File: src/rtl/pie_command_encoder.sv
// PIE transmit encoder: emits delimiter, data-0, RTcal, optional TRcal and the
// command bits as a tick-rate carrier envelope (1 = carrier on, 0 = modulated low).
module pie_command_encoder #(
    parameter int TARI_TICKS  = 4,
    parameter int DATA1_TICKS = 7,
    parameter int PW_TICKS    = 2,
    parameter int DELIM_TICKS = 3,
    parameter int TRCAL_TICKS = 16
) (
    input  logic clk,
    input  logic rst,
    input  logic tick,
    input  logic start,
    input  logic preamble_sel,
    input  logic in_dat,
    input  logic in_last,
    input  logic in_vld,
    output logic in_rdy,
    output logic out_dat,
    output logic busy,
    output logic done,
    output logic err
);

    localparam int RTCAL_TICKS = TARI_TICKS + DATA1_TICKS;

    function automatic int max2(input int a, input int b);
        return (a > b) ? a : b;
    endfunction

    localparam int MAX_TICKS = max2(max2(max2(TARI_TICKS, DATA1_TICKS),
                                         max2(DELIM_TICKS, TRCAL_TICKS)), RTCAL_TICKS);
    localparam int CNT_WIDTH = $clog2(MAX_TICKS + 1);

    typedef logic [CNT_WIDTH-1:0] cnt_t;
    typedef enum logic [2:0] {IDLE, DELIM, DATA0, RTCAL, TRCAL, DATA, END_S} state_t;

    state_t state, state_d;
    cnt_t   cnt, cnt_d, seg_len;
    logic   out_d, busy_d, done_d, err_d;
    logic   pre, pre_d, bit_val, bit_d, bit_last, last_d, fail, fail_d;
    logic   cnt_end, fetch_pos;

    // Length of the segment currently being emitted; IDLE/END never count.
    always_comb begin
        unique case (state)
            DELIM:   seg_len = cnt_t'(DELIM_TICKS);
            DATA0:   seg_len = cnt_t'(TARI_TICKS);
            RTCAL:   seg_len = cnt_t'(RTCAL_TICKS);
            TRCAL:   seg_len = cnt_t'(TRCAL_TICKS);
            DATA:    seg_len = bit_val ? cnt_t'(DATA1_TICKS) : cnt_t'(TARI_TICKS);
            default: seg_len = cnt_t'(1);
        endcase
    end

    assign cnt_end   = (cnt == seg_len - cnt_t'(1));
    assign fetch_pos = (state == RTCAL && !pre) || (state == TRCAL) ||
                       (state == DATA && !bit_last);
    assign in_rdy    = tick && cnt_end && fetch_pos;

    always_comb begin
        // NOTE: every signal gets a default first so no path can infer a latch.
        state_d = state;
        cnt_d   = cnt;
        out_d   = out_dat;
        busy_d  = busy;
        done_d  = 1'b0;
        err_d   = 1'b0;
        pre_d   = pre;
        bit_d   = bit_val;
        last_d  = bit_last;
        fail_d  = fail;

        if (state == IDLE) begin
            if (start) begin
                state_d = DELIM;
                cnt_d   = '0;
                busy_d  = 1'b1;
                pre_d   = preamble_sel;
                fail_d  = 1'b0;
            end
        end else if (tick) begin
            if (state == END_S) begin
                // Closing tick restores the carrier, so the last low lasts exactly PW_TICKS.
                out_d   = 1'b1;
                busy_d  = 1'b0;
                done_d  = !fail;
                err_d   = fail;
                state_d = IDLE;
            end else begin
                out_d = (state != DELIM) && (cnt < seg_len - cnt_t'(PW_TICKS));
                if (!cnt_end) begin
                    cnt_d = cnt + cnt_t'(1);
                end else begin
                    cnt_d = '0;
                    if (fetch_pos) begin
                        if (in_vld) begin
                            bit_d   = in_dat;
                            last_d  = in_last;
                            state_d = DATA;
                        end else begin
                            fail_d  = 1'b1;
                            state_d = END_S;
                        end
                    end else begin
                        unique case (state)
                            DELIM:   state_d = DATA0;
                            DATA0:   state_d = RTCAL;
                            RTCAL:   state_d = TRCAL;
                            default: state_d = END_S;
                        endcase
                    end
                end
            end
        end
    end

    // NOTE: registers use non-blocking assignment so all of them update together.
    always_ff @(posedge clk or negedge rst) begin
        if (!rst) begin
            state    <= IDLE;
            cnt      <= '0;
            out_dat  <= 1'b1;
            busy     <= 1'b0;
            done     <= 1'b0;
            err      <= 1'b0;
            pre      <= 1'b0;
            bit_val  <= 1'b0;
            bit_last <= 1'b0;
            fail     <= 1'b0;
        end else begin
            state    <= state_d;
            cnt      <= cnt_d;
            out_dat  <= out_d;
            busy     <= busy_d;
            done     <= done_d;
            err      <= err_d;
            pre      <= pre_d;
            bit_val  <= bit_d;
            bit_last <= last_d;
            fail     <= fail_d;
        end
    end

endmodule

File: config.mk
export PLATFORM = sky130hd
export DESIGN_NAME = pie_command_encoder
export DESIGN_NICKNAME = d
export VERILOG_FILES = /design/src/rtl/pie_command_encoder.sv
export SDC_FILE = /design/constraint.sdc
export NUM_CORES = 1
export LEC_CHECK = 0
export ABC_CLOCK_PERIOD_IN_PS = 4400
export BUFFER_PORTS_ARGS = -buffer_cell sky130_fd_sc_hd__buf_2
export CORE_ASPECT_RATIO = 0.75
export CORE_UTILIZATION = 48
export DETAILED_ROUTE_END_ITERATION = 10
export HOLD_SLACK_MARGIN = 0.05
export MAX_ROUTING_LAYER = met4
export PLACE_DENSITY_LB_ADDON = 0.1
export SLEW_MARGIN = 20
export SYNTH_ARGS = -nofsm -noshare
export SYNTH_HDL_FRONTEND = slang
export SYNTH_SLANG_ARGS = --single-unit
File: constraint.sdc
create_clock -name clk -period 4.4 [get_ports clk]
set_clock_uncertainty 0.15 [all_clocks]
set_input_delay 1.32 -clock clk [delete_from_list [all_inputs] [get_ports clk]]
set_output_delay 1.32 -clock clk [all_outputs]
set_load 0.1 [all_outputs]
# == After elaboration in Yosys (flattened, before gate mapping) ==
# Index checks and enable logic that the tools add are counted.
# word_totals
register_bits,16
input_bits,8
out_inout_bits,5
word_cells,83
# classes
add_sub_neg,3
order_cmp,1
eq_ne,11
mux,33
bitwise_logic,2
n_reduce_logical,23
# ops
op,count
5-bit two-way mux,5
5-bit case mux with 5 select lines,1
1-bit two-way mux,18
3-bit two-way mux,6
6-bit AND reduction,2
3-bit == test (second input constant),3
3-bit case mux with 3 select lines,1
3-bit AND reduction,3
2-bit nonzero test,4
3-bit by 2-bit == test with 1-bit output (second input constant),2
5-bit by 1-bit adder with 5-bit output (second input constant),1
5-bit == test,1
1-bit logical AND,5
5-bit < comparator,1
5-bit by 1-bit subtractor with 5-bit output (second input constant),1
5-bit by 2-bit subtractor with 5-bit output (second input constant),1
2-bit two-way mux,2
2-bit inequality test (second input constant),2
2-bit AND reduction,2
3-bit by 1-bit == test with 1-bit output (second input constant),1
1-bit logical NOT,3
3-bit logical NOT,1
3-bit by 1-bit inequality test with 1-bit output (second input constant),1
3-bit nonzero test,1
other kinds (3),5

# == Logic depth before layout (Yosys ltp) ==
# logic_depth
word_depth,9
mapped_depth,13
depth_no_buf,12

# == Worst setup path before layout ==
# OpenSTA, ideal clock, no wires.
# synth_timing
kind,register to output
startpoint,reg (tool-made name)
endpoint,out in_rdy
arrival_time_ns,3.627
required_time_ns,2.930
slack_ns,-0.697
path_stages_with_launch,12
path_cell_list,dfrtp_1 -> clkinv_1 -> ha_1 -> buf_2 -> inv_1 -> nand2_1 -> ha_1 -> a211oi_1 -> o211ai_1 -> a2111oi_4 -> nand2_1 -> nor2_1
# synth_rtl
item,line_no,rtl
to (decl),18,"output logic in_rdy,"

# == Worst setup path in the final report ==
# layout_timing
startpoint,reg state[1]
endpoint,out in_rdy
# layout_via
elab_chain_cells,6
elab_cells_between_ends,14
cone_classes,add/sub (1); eq/ne (6); mux (1); reduce/logical (6)
# layout_rtl
item,line_no,rtl
from (decl),38,"state_t state, state_d;"
from (signal assigned),132,state <= state_d;
"3-bit == test, or another cell as far along","46, 58",
5-bit case mux with 5 select lines,46,unique case (state)
5-bit by 1-bit subtractor with 5-bit output,56,assign cnt_end = (cnt == seg_len - cnt_t'(1));
5-bit == test,56,
1-bit logical AND,59,assign in_rdy = tick && cnt_end && fetch_pos;
1-bit logical AND (*),59,
# Mark *: on every way between the ends. The rest lies on a longest branch, timed or not.

==> flow_summary.yaml <==
final_layout:
  nNetsFinal: 183
  stdcell_count: 201
  drive_gt1_share_pct: 18.0
  reg.largest.list: "cnt x5, state x2"
  antenna_cells: 0
  area_growth_pct: 13.2
  top_register: "cnt"
  final_cell_area_mm2: 0.00143
  nFillCells: 247
  largest_reg_flops: 5
synthesis:
  synth_common_cells: "nand2_1 (23), dfrtp_1 (15), o21ai_0 (12)"
  synth_edf_count: 0
  synth.avg_cell_area_um2: 8.27
  synth_top_area_share_pct: 29.7
  ys_ff_latch: 16
  synth-main-ff-cell: "dfrtp_1"
  synthSimpleGateAreaFrac_pct: 24.6
  synth-compound-area-share_pct: 24.5
  synth_top_family_by_area: "simple AND/OR/NAND/NOR gates"
  syn_inst: 153
  syn-num-nets: 168
  synth_seq_area_share_pct: 31.8
  synth.area.top_cells: "dfrtp_1 (30%), ha_1 (6.9%), nand2_1 (6.8%), o21ai_0 (4.7%), a21oi_1 (4.4%)"
  synth_area_leader_cell: "dfrtp_1"
  synthArstFlopShare_pct: 100
  ys_types: 47
  synth_area_mm2: 0.00126
  synth_fa_ha_area_share_pct: 6.92
  synthMuxAreaShare_pct: 4.85
  yosysWarningCount: 0
  synth_xor_area_share_pct: 2.08
  synth_most_common_cell: "nand2_1"
floorplanning:
  start_util_pct: 52.7
  rows: 15
  die_height_um: 46.5
  die_w_um: 61.3
  die_area_mm2: 0.00285
  io_pins: 13
  core_area_mm2: 0.00240
routing:
  dr.pass1.iters: 4
  post_drt_wl_per_cell_um: 16.0
  vias_per_cell: 6.02
  antenna_left: 0
  num_vias: 1210
  drt_iter0_drc: 80
  wirelength_um: 3210
  post-route-drc-count: 0
sta:
  slew_viol_final: 0
  rsz0062_at_grt: "false"
  setup_tns_ns: 0
  setup_viol: 0
  tightest_slew_ns: 0.605
  max_freq_mhz: 237
  setup_ws_ns: 0.173
  hold_violations: 0
  relSlewSlack_pct: 59.3
  period_share_pct: 96.1
  min_period_ns: 4.23
clock_network:
  cts-htree-levels: 1
  clk_pin_slew_ns: 0.10
  cts_tree: "done"
  clk_latency_ns: 0.29
  root_buffer: "clkbuf_4"
  cts_resized: 0
  cts_sinks: 16
  cts_buffers: 3
  clock_tree.buffer_depth: 2
  post-cts-setup-buffer-count: 0
  cts-hold-fix-buffers: 0
place:
  place_hpwl_um: 2350
  dp_worst_setup_slack_ns: 0.505
  dp_cells: 197
  portBuffers: 12
  gp_congestion: 0.888
  dpl-instance-area_mm2: 0.00140
status:
  status: "finished clean"
setup_path:
  crit_arrival_ns: 2.76
  worstSetupPathType: "flip-flop to primary output"
  cp.required_ns: 2.93
  crit_fanout: 12
  crit_buf_inv: 2
  cp-start-kind: "flip-flop"
  worstPathCellList: "ha_1, inv_1, nand2_1, ha_1, a211oi_1, o211ai_1, a2111oi_4, nand2_1, nor2_4, buf_12"
  cp-end-kind: "primary output"
  crit_slowest_cell: "dfrtp_1"
  cp_top_family: "compound AO/OA/AOI/OAI gates"
  slowest_delay_ns: 0.50
pwr:
  p_leak_nw: 0.622
  p_per_area_mw_per_mm2: 432
  ir_drop_v: 0.000289
flow_run:
  cap_violations: 0
global_route:
  grt_start_max_net_pins: 21
  grt_overflow: 0
  antenna_found_initial: 0
  grt_pass1_wl_um: 5240
  track_usage_pct: 27.1
  grt_pass1_vias: 1073
worst_hold_path:
  hp-class: "flip-flop to flip-flop"
[report_power, final]
group          switching (mW)  internal, mW  leakage [nW]  total [mW]
logic                   0.174         0.107         0.408       0.280
registers              0.0557         0.182         0.193       0.238
clock network          0.0494        0.0505        0.0210      0.0999
total                   0.279         0.340         0.622       0.618
[worst register-to-register path, cell delays in order (launching register included)]
cell,delay (ns)
dfrtp_1,0.50
ha_1,0.36
inv_1,0.11
nand2_1,0.07
ha_1,0.26
a211oi_1,0.21
o211ai_1,0.16
a2111oi_4,0.35
buf_4,0.22
and3_4,0.21
mux2_4,0.30
[path summary, 6_finish.rpt]
check,start,end,slack (ns),cells after the start
min in group asynchronous,rst,bit_val$_DFFE_PN0P_,0.78,1
worst min-delay path,fail$_DFFE_PN0P_,done$_DFF_PN0_,0.31,1
worst max-delay path,state[1]$_DFFE_PN0P_,in_rdy,0.17,10
max in group asynchronous,rst,out_dat$_DFFE_PN1P_,3.00,1
worst min register to register,fail$_DFFE_PN0P_,done$_DFF_PN0_,0.31,1
worst max register to register,state[1]$_DFFE_PN0P_,bit_last$_DFFE_PN0P_,1.39,10
[metrics by stage]
step | total power [mW] | hold slack [ns] | util, %
2_1_floorplan | 0.448 | 0.274 | -
3_3_place_gp | 0.506 | 0.299 | 58.1
3_5_place_dp | 0.520 | 0.309 | 58.1
4_1_cts | 0.620 | 0.312 | 59.6
5_1_grt | 0.673 | 0.334 | 59.6
6_report | 0.618 | 0.308 | 59.6
[cell families after synthesis]
group           count (synthesis)
compound gates                 45
xor+xnor                        3
fa+ha+maj                       7
buf+inv                        15
flops                          16
mux                             5
simple gates                   62
[routing by layer]
layer	part of all wire, %	track usage (%)
met5	0	-
met3	7.4	6.46
met2	45	38.7
met1	47	38.2
met4	0.87	6.82
[cell usage in the layout (no fill, tap or decap), types with 5 or more instances in the layout]
master   instances
ha_1             7
nor2b_1          5
buf_2           11
nand3_1          5
buf_4            6
a21oi_1         11
nor2_1          10
o21ai_0         12
dfrtp_1         15
nand2_1         23
nor3_1           5
inv_1            5
[layout make-up]
| cell class | instances | area (µm²) | area share, % |
|---|---|---|---|
| Multi-Input combinational cell | 122 | 805 | 56.2 |
| Sequential cell | 16 | 402 | 28.1 |
| Timing Repair Buffer | 18 | 120 | 8.39 |
| Tap cell | 34 | 42.5 | 2.97 |
| Clock buffer | 4 | 36.3 | 2.53 |
| Inverter | 7 | 26.3 | 1.84 |
(Power assumes the default switching activity.)
